==> config.mk <==
export PLATFORM = sky130hd
export DESIGN_NAME = return_addr_stack_flat
export DESIGN_NICKNAME = d
export VERILOG_FILES = /design/src/rtl/return_addr_stack_if.sv /design/src/rtl/return_addr_stack.sv /design/src/flat_wrapper.sv
export SDC_FILE = /design/constraint.sdc
export NUM_CORES = 1
export LEC_CHECK = 0
export CORE_ASPECT_RATIO = 0.75
export CORE_MARGIN = 1.5
export CORE_UTILIZATION = 43
export DETAILED_ROUTE_END_ITERATION = 12
export HOLD_SLACK_MARGIN = 0.06
export MAX_ROUTING_LAYER = met4
export SLEW_MARGIN = 40
export SYNTH_ARGS = -nofsm -noshare
export SYNTH_HDL_FRONTEND = slang
export SYNTH_SLANG_ARGS = --single-unit
==> constraint.sdc <==
create_clock -name clk -period 2.1 [get_ports clk]
set_input_delay 0.315 -clock clk [delete_from_list [all_inputs] [get_ports clk]]
set_output_delay 0.315 -clock clk [all_outputs]
set_load 0.03 [all_outputs]
==> src/rtl/return_addr_stack_if.sv <==
// Core-side bundle for the return-address stack: call/ret strobes, stall and
// error clear from the next-PC logic, plus the top-of-stack target and
// occupancy/error status going back to it.
interface return_addr_stack_if #(
    parameter int WIDTH = 19,
    parameter int PTR_W = 3
);
    // Strobe semantics: there is no ready/back-pressure. call_en and ret_en
    // are single-cycle requests sampled on every rising clk edge that stall
    // is low; call_en wins when both are high. The stack always accepts a
    // request: a push while full overwrites the oldest entry, and a pop while
    // empty is dropped. Both cases raise a sticky error flag instead of
    // refusing the request.
    logic             call_en;
    logic             ret_en;
    logic             stall;
    logic [WIDTH-1:0] ret_addr_in;
    logic             clr_err;
    logic [WIDTH-1:0] stk_ret_inst;
    logic [PTR_W:0]   count;
    logic             empty;
    logic             full;
    logic             overflow;
    logic             underflow;

    modport master (
        output call_en, ret_en, stall, ret_addr_in, clr_err,
        input  stk_ret_inst, count, empty, full, overflow, underflow
    );

    modport slave (
        input  call_en, ret_en, stall, ret_addr_in, clr_err,
        output stk_ret_inst, count, empty, full, overflow, underflow
    );
endinterface

==> src/rtl/return_addr_stack.sv <==
// Circular return-address stack. A call pushes PC+4 and a return pops it.
// The top entry is presented combinationally, so the next-PC mux sees the
// return target in the same cycle that ret_en is raised. When the stack is
// full, a push overwrites the oldest entry. In that case the newest DEPTH
// addresses remain correct and a sticky overflow flag records the loss.
module return_addr_stack #(
    parameter int WIDTH = 19,
    parameter int DEPTH = 8,
    parameter int PTR_W = 3
) (
    input logic                  clk,
    input logic                  rst,
    return_addr_stack_if.slave   bus
);
    logic [WIDTH-1:0] mem [DEPTH];
    logic [PTR_W-1:0] sp;
    logic [PTR_W:0]   cnt;
    logic             overflow_q;
    logic             underflow_q;

    logic             push;
    logic             pop;
    logic             is_empty;
    logic             is_full;
    logic [PTR_W-1:0] top_idx;

    // Decode the effective operation. Call takes priority over ret, which
    // matches the next-PC mux.
    always_comb begin
        push     = bus.call_en & ~bus.stall;
        pop      = bus.ret_en & ~bus.call_en & ~bus.stall;
        is_empty = (cnt == '0);
        is_full  = (cnt == (PTR_W+1)'(DEPTH));
        top_idx  = sp - PTR_W'(1);
    end

    // Pointer, occupancy, storage and sticky error flags.
    always_ff @(posedge clk or negedge rst) begin
        if (!rst) begin
            sp          <= '0;
            cnt         <= '0;
            overflow_q  <= 1'b0;
            underflow_q <= 1'b0;
            for (int i = 0; i < DEPTH; i++) begin
                mem[i] <= '0;
            end
        end else begin
            if (push) begin
                mem[sp] <= bus.ret_addr_in;
                sp      <= sp + PTR_W'(1);
                if (!is_full) begin
                    cnt <= cnt + (PTR_W+1)'(1);
                end
            end else if (pop && !is_empty) begin
                sp  <= sp - PTR_W'(1);
                cnt <= cnt - (PTR_W+1)'(1);
            end
            // A flag that is set on the same edge as clr_err takes priority over the clear.
            overflow_q  <= (push & is_full) | (overflow_q & ~bus.clr_err);
            underflow_q <= (pop & is_empty) | (underflow_q & ~bus.clr_err);
        end
    end

    // Drive the status outputs as pure decodes of the current state.
    always_comb begin
        bus.stk_ret_inst = is_empty ? '0 : mem[top_idx];
        bus.count        = cnt;
        bus.empty        = is_empty;
        bus.full         = is_full;
        bus.overflow     = overflow_q;
        bus.underflow    = underflow_q;
    end
endmodule
==> src/flat_wrapper.sv <==
// flat-port wrapper written by rule: the top's interface ports become plain ports
module return_addr_stack_flat 
#(
    parameter int WIDTH = 19,
    parameter int DEPTH = 8,
    parameter int PTR_W = 3
)
  (clk, rst, bus_call_en, bus_ret_en, bus_stall, bus_ret_addr_in, bus_clr_err, bus_stk_ret_inst, bus_count, bus_empty, bus_full, bus_overflow, bus_underflow);
  return_addr_stack_if #(.WIDTH(WIDTH), .PTR_W(PTR_W)) bus_i ();
  input logic clk;
  input logic rst;
  input wire logic [$bits(bus_i.call_en)-1:0] bus_call_en;
  input wire logic [$bits(bus_i.ret_en)-1:0] bus_ret_en;
  input wire logic [$bits(bus_i.stall)-1:0] bus_stall;
  input wire logic [$bits(bus_i.ret_addr_in)-1:0] bus_ret_addr_in;
  input wire logic [$bits(bus_i.clr_err)-1:0] bus_clr_err;
  output wire logic [$bits(bus_i.stk_ret_inst)-1:0] bus_stk_ret_inst;
  output wire logic [$bits(bus_i.count)-1:0] bus_count;
  output wire logic [$bits(bus_i.empty)-1:0] bus_empty;
  output wire logic [$bits(bus_i.full)-1:0] bus_full;
  output wire logic [$bits(bus_i.overflow)-1:0] bus_overflow;
  output wire logic [$bits(bus_i.underflow)-1:0] bus_underflow;
  assign bus_i.call_en = bus_call_en;
  assign bus_i.ret_en = bus_ret_en;
  assign bus_i.stall = bus_stall;
  assign bus_i.ret_addr_in = bus_ret_addr_in;
  assign bus_i.clr_err = bus_clr_err;
  assign bus_stk_ret_inst = bus_i.stk_ret_inst;
  assign bus_count = bus_i.count;
  assign bus_empty = bus_i.empty;
  assign bus_full = bus_i.full;
  assign bus_overflow = bus_i.overflow;
  assign bus_underflow = bus_i.underflow;
  return_addr_stack #(.WIDTH(WIDTH), .DEPTH(DEPTH), .PTR_W(PTR_W)) u_core (.clk(clk), .rst(rst), .bus(bus_i));
endmodule
## Word-level counts from Yosys, hierarchy flattened

Cells that the tools add are included.
W data, S select, Z words.

- Output and inout bits: 27
- Word-level logic and storage cells: 53
- Bits of input ports: 25
- Register bits after elaboration: 161

- Reduce and logical (&&, ||, !) cells: 6
- Add/subtract/negate cells: 4
- Equal/unequal tests: 2
- Order comparisons: 3
- Bitwise gates (word level): 14
- Muxes and demuxes: 12

Operators by type and width:

| cell | count |
|---|---|
| $bwmux W152 | 1 |
| $mux W19 | 4 |
| $bmux W19 S3 | 1 |
| $demux W19 S3 | 1 |
| $mux W4 | 3 |
| $ge A4 B4 Y1 const B | 2 |
| $not A3 Y4 | 2 |
| $and A1 B1 Y1 | 7 |
| $mux W3 | 2 |
| $add A4 B1 Y4 const B | 1 |
| $eq A4 B4 Y1 const B | 1 |
| $logic_not A4 Y1 | 1 |
| $lt A4 B1 Y1 const B | 1 |
| $sub A4 B1 Y4 const B | 1 |
| $add A3 B1 Y3 const B | 1 |
| $not A1 Y1 | 3 |
| $sub A3 B1 Y3 const B | 1 |
| $logic_and A1 B1 Y1 | 2 |
| $ne A2 B2 Y1 const B | 1 |
| $or A1 B1 Y1 | 2 |
| $reduce_and A2 Y1 | 1 |
| $reduce_bool A2 Y1 | 1 |
| $logic_not A1 Y1 | 1 |

## Logic depth before layout (Yosys ltp)

- Depth after elaboration: 6
- Mapped depth: 8
- Mapped depth without buffers: 7

## Worst setup path after synthesis

OpenSTA, ideal clock, no wires.

- Kind: register -> register
- Start point: register u_core.cnt[1], in the netlist u_core.bus.count[1]
- End point: register u_core.cnt[1], in the netlist u_core.bus.count[1]
- Buffers on the path: 1
- Slack: -568 ps
- Data required time: 1,975 ps
- Period minus slack after synthesis: 2,668 ps
- Cell stages (with the launch flop): 5
- Setup time: 125 ps
- Arrival: 2,543 ps
- Cells stage by stage: dfrtp_1 clkbuf_1 nor4b_1 o22ai_1 mux2_2

- Elaborated cells on any way between the ends: 12
- Classes of those cells: add/sub: 2; eq/ne: 2; mux: 3; reduce/logical: 5

RTL lines:

| what | RTL line | source |
|---|---|---|
| start: declaration | return_addr_stack.sv:17 | `logic [PTR_W:0] cnt;` |
| start signal: assignment | return_addr_stack.sv:52 | `cnt <= cnt + (PTR_W+1)'(1);` |
| start signal: assignment | return_addr_stack.sv:56 | `cnt <= cnt - (PTR_W+1)'(1);` |
| $eq A4 B4 Y1 | return_addr_stack.sv:33 | `is_full = (cnt == (PTR_W+1)'(DEPTH));` |
| net bus_full | flat_wrapper.sv:20 | `output wire logic [$bits(bus_i.full)-1:0] bus_full;` |
| $ne A2 B2 Y1 (no line) | n/a |  |
| $reduce_and A2 Y1 (no line) | n/a |  |

The timed path passes the listed nets, and every way through them passes these cells. The select of a mux whose other input is x is not followed.
A chain may end at the register's enable or synchronous reset.

## Worst setup path in the final report

- Start point: register u_core.sp[0]
- End point: output port bus_stk_ret_inst[18]

- Longest elaborated chain between the ends: 6

Ends and longest elaborated chain:

| what | RTL line | source |
|---|---|---|
| start: declaration | return_addr_stack.sv:16 | `logic [PTR_W-1:0] sp;` |
| start signal: assignment | return_addr_stack.sv:50 | `sp <= sp + PTR_W'(1);` |
| start signal: assignment | return_addr_stack.sv:55 | `sp <= sp - PTR_W'(1);` |
| $sub A3 B1 Y3 | return_addr_stack.sv:34 | `top_idx = sp - PTR_W'(1);` |
| net u_core.top_idx[0] | return_addr_stack.sv:25 | `logic [PTR_W-1:0] top_idx;` |
| $not A3 Y4 (not written as such) | return_addr_stack.sv:66 | `bus.stk_ret_inst = is_empty ? '0 : mem[top_idx];` |
| $bmux W19 S3 | return_addr_stack.sv:66 |  |
| $mux W19 (not written as such) (2 in a row) | return_addr_stack.sv:66 |  |
| $mux W19 | return_addr_stack.sv:66 |  |
| end: declaration | flat_wrapper.sv:17 | `output wire logic [$bits(bus_i.stk_ret_inst)-1:0] bus_stk_ret_inst;` |

The timed path passes the listed nets, and every way through them passes these cells. The select of a mux whose other input is x is not followed.

==> out/metrics.yaml <==
run_status: "finished with violations"
failing_checks: "negative setup slack"
share_of_final_layout_standard_cells_stronger_than_drive_strength_1_pct: 60.7
timing.critical_path.required_ns: 1.78
clock_pin_slew_on_the_worst_setup_and_hold_paths_ns: 0.06
clockBufferDepth: 2
post_synth_xor_area_fraction_pct: 0.819
die-area_um2: 18200
synth_top_cells_by_count: "161 x sky130_fd_sc_hd__dfrtp_1, 145 x sky130_fd_sc_hd__mux2_2, 40 x sky130_fd_sc_hd__nand2_1"
buffer_ports.inserted: 51
gr-usage-all-layers_pct: 21.8
vias_per_cell: 5.53
rr_worst_depth: 6
p_leak_nw: 4.22
grt_first_pass_wirelength_um: 28200
syn-cell-area_um2: 7490
finalCritPeriodShare_pct: 114
drt-pass1-iter-count: 4
std_cell_rows: 41
core-area_um2: 16900
power.share.sequential_pct: 27.5
cts.sink_count: 161
worst_clock_skew_ns: 0.00740
adder_and_majority_cell_fraction_of_the_synthesized_area_pct: 0.669
ant_nets: 0
antenna_cells_inserted: 0
report.final.hold_viol_count: 0
count_of_final_max_slew_check_failures: 0
synth.yosys.warnings: 0
crit_path_start: "u_core.sp[0]"
wire_per_inst_um: 21.5
die_span_in_x_um: 155
synth.mux.area_fraction_pct: 35.2
nets: 626
grt_start_max_net_pins: 52
max_slew.worst_pin.slew_ns: 0.524
hold_path.class: "primary input to async pin"
detailedPlace.worstSlack_ns: -0.255
cts_tree: "yes"
drc: 0
achievable-frequency_mhz: 419
drv.max_cap_violation_count: 0
utilization_pct: 58.5
ys_top_cells_by_area: "sky130_fd_sc_hd__dfrtp_1 54%, sky130_fd_sc_hd__mux2_2 22%, sky130_fd_sc_hd__mux4_2 11%"
total_number_of_vias: 4560
instances_no_fill: 825
synth_edf_count: 0
power.switching_fraction_pct: 36.8
number_of_global_route_vias_before_repair: 4854
synth-seq-area-share_pct: 53.8
rsz_0062_raised_after_global_routing: "yes"
detailedPlacementHpwl_um: 11200
dpl_cell_area_um2: 8930
clock_insertion_delay_worst_skew_ns: 0.43
numCtsBuffers: 17
crit_path_max_fanout: 8
yosys.cell_count.top_type: "sky130_fd_sc_hd__dfrtp_1"
grt_residual_overflow: 0
critPathLaunchType: "flip-flop"
reg2reg_to: "u_core.mem[79]"
synth_compound_gate_area_share_pct: 2.34
vdd_ir_drop_max_mv: 0.862
die_height_um: 117
clock-root-buffer: "sky130_fd_sc_hd__clkbuf_16"
crit_path_capture_type: "primary output"
design_area_um2: 9910
main_combinational_cell_family_by_area_after_synthesis: "multiplexers"
power_per_cell_area_nw_per_um2: 1980
setup_failing_eps_final: 19
switching_power_w: 0.00723
layout_setup_ws_ns: -0.285
final.fill_count: 1343
postSynthNetCount: 517
syn_avg_cell_area_um2: 15.3
yosys.area.top_type_share_pct: 53.8
grt_antenna_before_repair: 0
relSlewSlack_pct: 65.1
synth.ff_latch_count: 161
gp_congestion: 0.783
cts-htree-levels: 4
total_power_w: 0.0196
power_report.internal_total_w: 0.0124
setup.worst_path.class: "flip-flop to primary output"
crit-reg2reg-launch: "u_core.sp[1]"
rrSetupSlack_ns: 0.26
area_growth_pct: 32.3
wl_um: 17800
initial_core_utilization_pct: 44.2
synthSimpleGateAreaFrac_pct: 5.11
synth_top_cell_by_area: "sky130_fd_sc_hd__dfrtp_1"
netlist-cell-type-count: 38
ys_dominant_reg_cell: "sky130_fd_sc_hd__dfrtp_1"
post-place-cells: 778
starting_drt_drc_count: 230
power.share.clock_pct: 16.8
cp-endpoint: "bus_stk_ret_inst[18]"
finalWorstPathRequiredPeriod_ns: 2.39
power.combinational.fraction_pct: 55.6
async_reset_ff_share_pct: 100
ios: 52
cells_after_synth: 488
crit_arrival_ns: 2.07
[final cells by class]
| cell class | count | area, µm² | area share, % |
|---|---|---|---|
| Clock buffer | 22 | 484 | 4.89 |
| Sequential cell | 161 | 4030 | 40.7 |
| Clock inverter | 10 | 148 | 1.49 |
| Inverter | 5 | 31.3 | 0.316 |
| Timing Repair Buffer | 114 | 1320 | 13.3 |
| Multi-Input combinational cell | 298 | 3630 | 36.6 |
| Tap cell | 215 | 269 | 2.72 |
[registers in the layout, summed over array words and instances (netlist names)]
register              flops
u_core.bus.underflow      1
u_core.sp                 3
u_core.mem              152
u_core.bus.count          4
u_core.bus.overflow       1
[kinds of logic (layout without fill, tap and decap cells)]
group	after synthesis	count (layout)
AOI/OAI and AO/OA	31	31
xor gates and xnor gates	7	7
buffers and inverters	29	151
DFF	161	161
adders and majority gates	4	4
and+or+nand+nor	63	63
muxes	193	193
[through the flow]
stage          TNS [ns]  hold slack (ns)
2_1_floorplan   -0.0338           0.0194
3_3_place_gp     -11.49            0.292
3_5_place_dp      -9.78            0.298
4_1_cts           -5.18            0.407
5_1_grt           -6.40            0.447
6_report          -5.05            0.397
[how the worst min path moves through the flow]
| stage | end | slack, ns |
|---|---|---|
| after CTS | u_core.mem[118] | 0.41 |
| after global routing | u_core.mem[118] | 0.45 |
| after floorplan | u_core.bus.count[0] | 0.02 |
| after detailed placement | u_core.mem[118] | 0.30 |
| after global placement | u_core.mem[118] | 0.29 |
| final | u_core.mem[118] | 0.40 |
[layout by cell type (no fill, tap or decap), types with 3 or more instances in the layout]
cell / netlist / layout
sky130_fd_sc_hd__xnor2_1: 5 / 4
sky130_fd_sc_hd__clkbuf_16: 0 / 18
sky130_fd_sc_hd__nor2_1: 5 / 5
sky130_fd_sc_hd__buf_12: 0 / 17
sky130_fd_sc_hd__mux2_4: 10 / 10
sky130_fd_sc_hd__nand3_4: 3 / 3
sky130_fd_sc_hd__buf_16: 0 / 5
sky130_fd_sc_hd__a21oi_1: 22 / 3
sky130_fd_sc_hd__clkbuf_8: 0 / 4
sky130_fd_sc_hd__dfrtp_1: 161 / 159
sky130_fd_sc_hd__a21oi_4: 0 / 19
sky130_fd_sc_hd__nand2_2: 1 / 21
sky130_fd_sc_hd__buf_4: 4 / 46
sky130_fd_sc_hd__clkdlybuf4s50_1: 0 / 29
sky130_fd_sc_hd__mux4_2: 38 / 38
sky130_fd_sc_hd__bufinv_16: 0 / 3
sky130_fd_sc_hd__nand2_1: 40 / 19
sky130_fd_sc_hd__nor3_4: 3 / 3
sky130_fd_sc_hd__ha_1: 4 / 3
sky130_fd_sc_hd__buf_6: 0 / 13
sky130_fd_sc_hd__mux2_2: 145 / 145
[critical path: stages, from the launching register on]
cell and delay (ns):
sky130_fd_sc_hd__dfrtp_2 0.41, sky130_fd_sc_hd__inv_4 0.05, sky130_fd_sc_hd__ha_4 0.37, sky130_fd_sc_hd__clkbuf_16 0.19
sky130_fd_sc_hd__mux4_2 0.32, sky130_fd_sc_hd__nand2_4 0.11, sky130_fd_sc_hd__a21oi_4 0.06, sky130_fd_sc_hd__buf_6 0.13
[layer usage]
layer	track usage [%]	part of all wire (%)	vias to the layer above
li1	-	-	2036
met1	30.2	49	2445
met2	33.2	47	62
met3	4.53	2.9	17
met4	5.65	1.2	0
met5	-	0	-
[power groups by stage]
stage                     sequential [W]  clock (W)  combinational (W)
after floorplan                  0.00523          0            0.00689
final                            0.00541    0.00330             0.0109
after global routing             0.00559    0.00349             0.0116
after global placement           0.00538          0            0.00973
after detailed placement         0.00547          0            0.00983
after CTS                        0.00539    0.00337             0.0108
[repair_timing]
item,CTS,global route
gates cloned,4,1
resized for setup,42,11
endpoints found under the setup margin,21,21
hold buffers,1,0
endpoints found under the hold margin,48,0
pin swaps,0,12
buffers inserted,8,1
No activity file was read; power rests on OpenSTA's default activity.
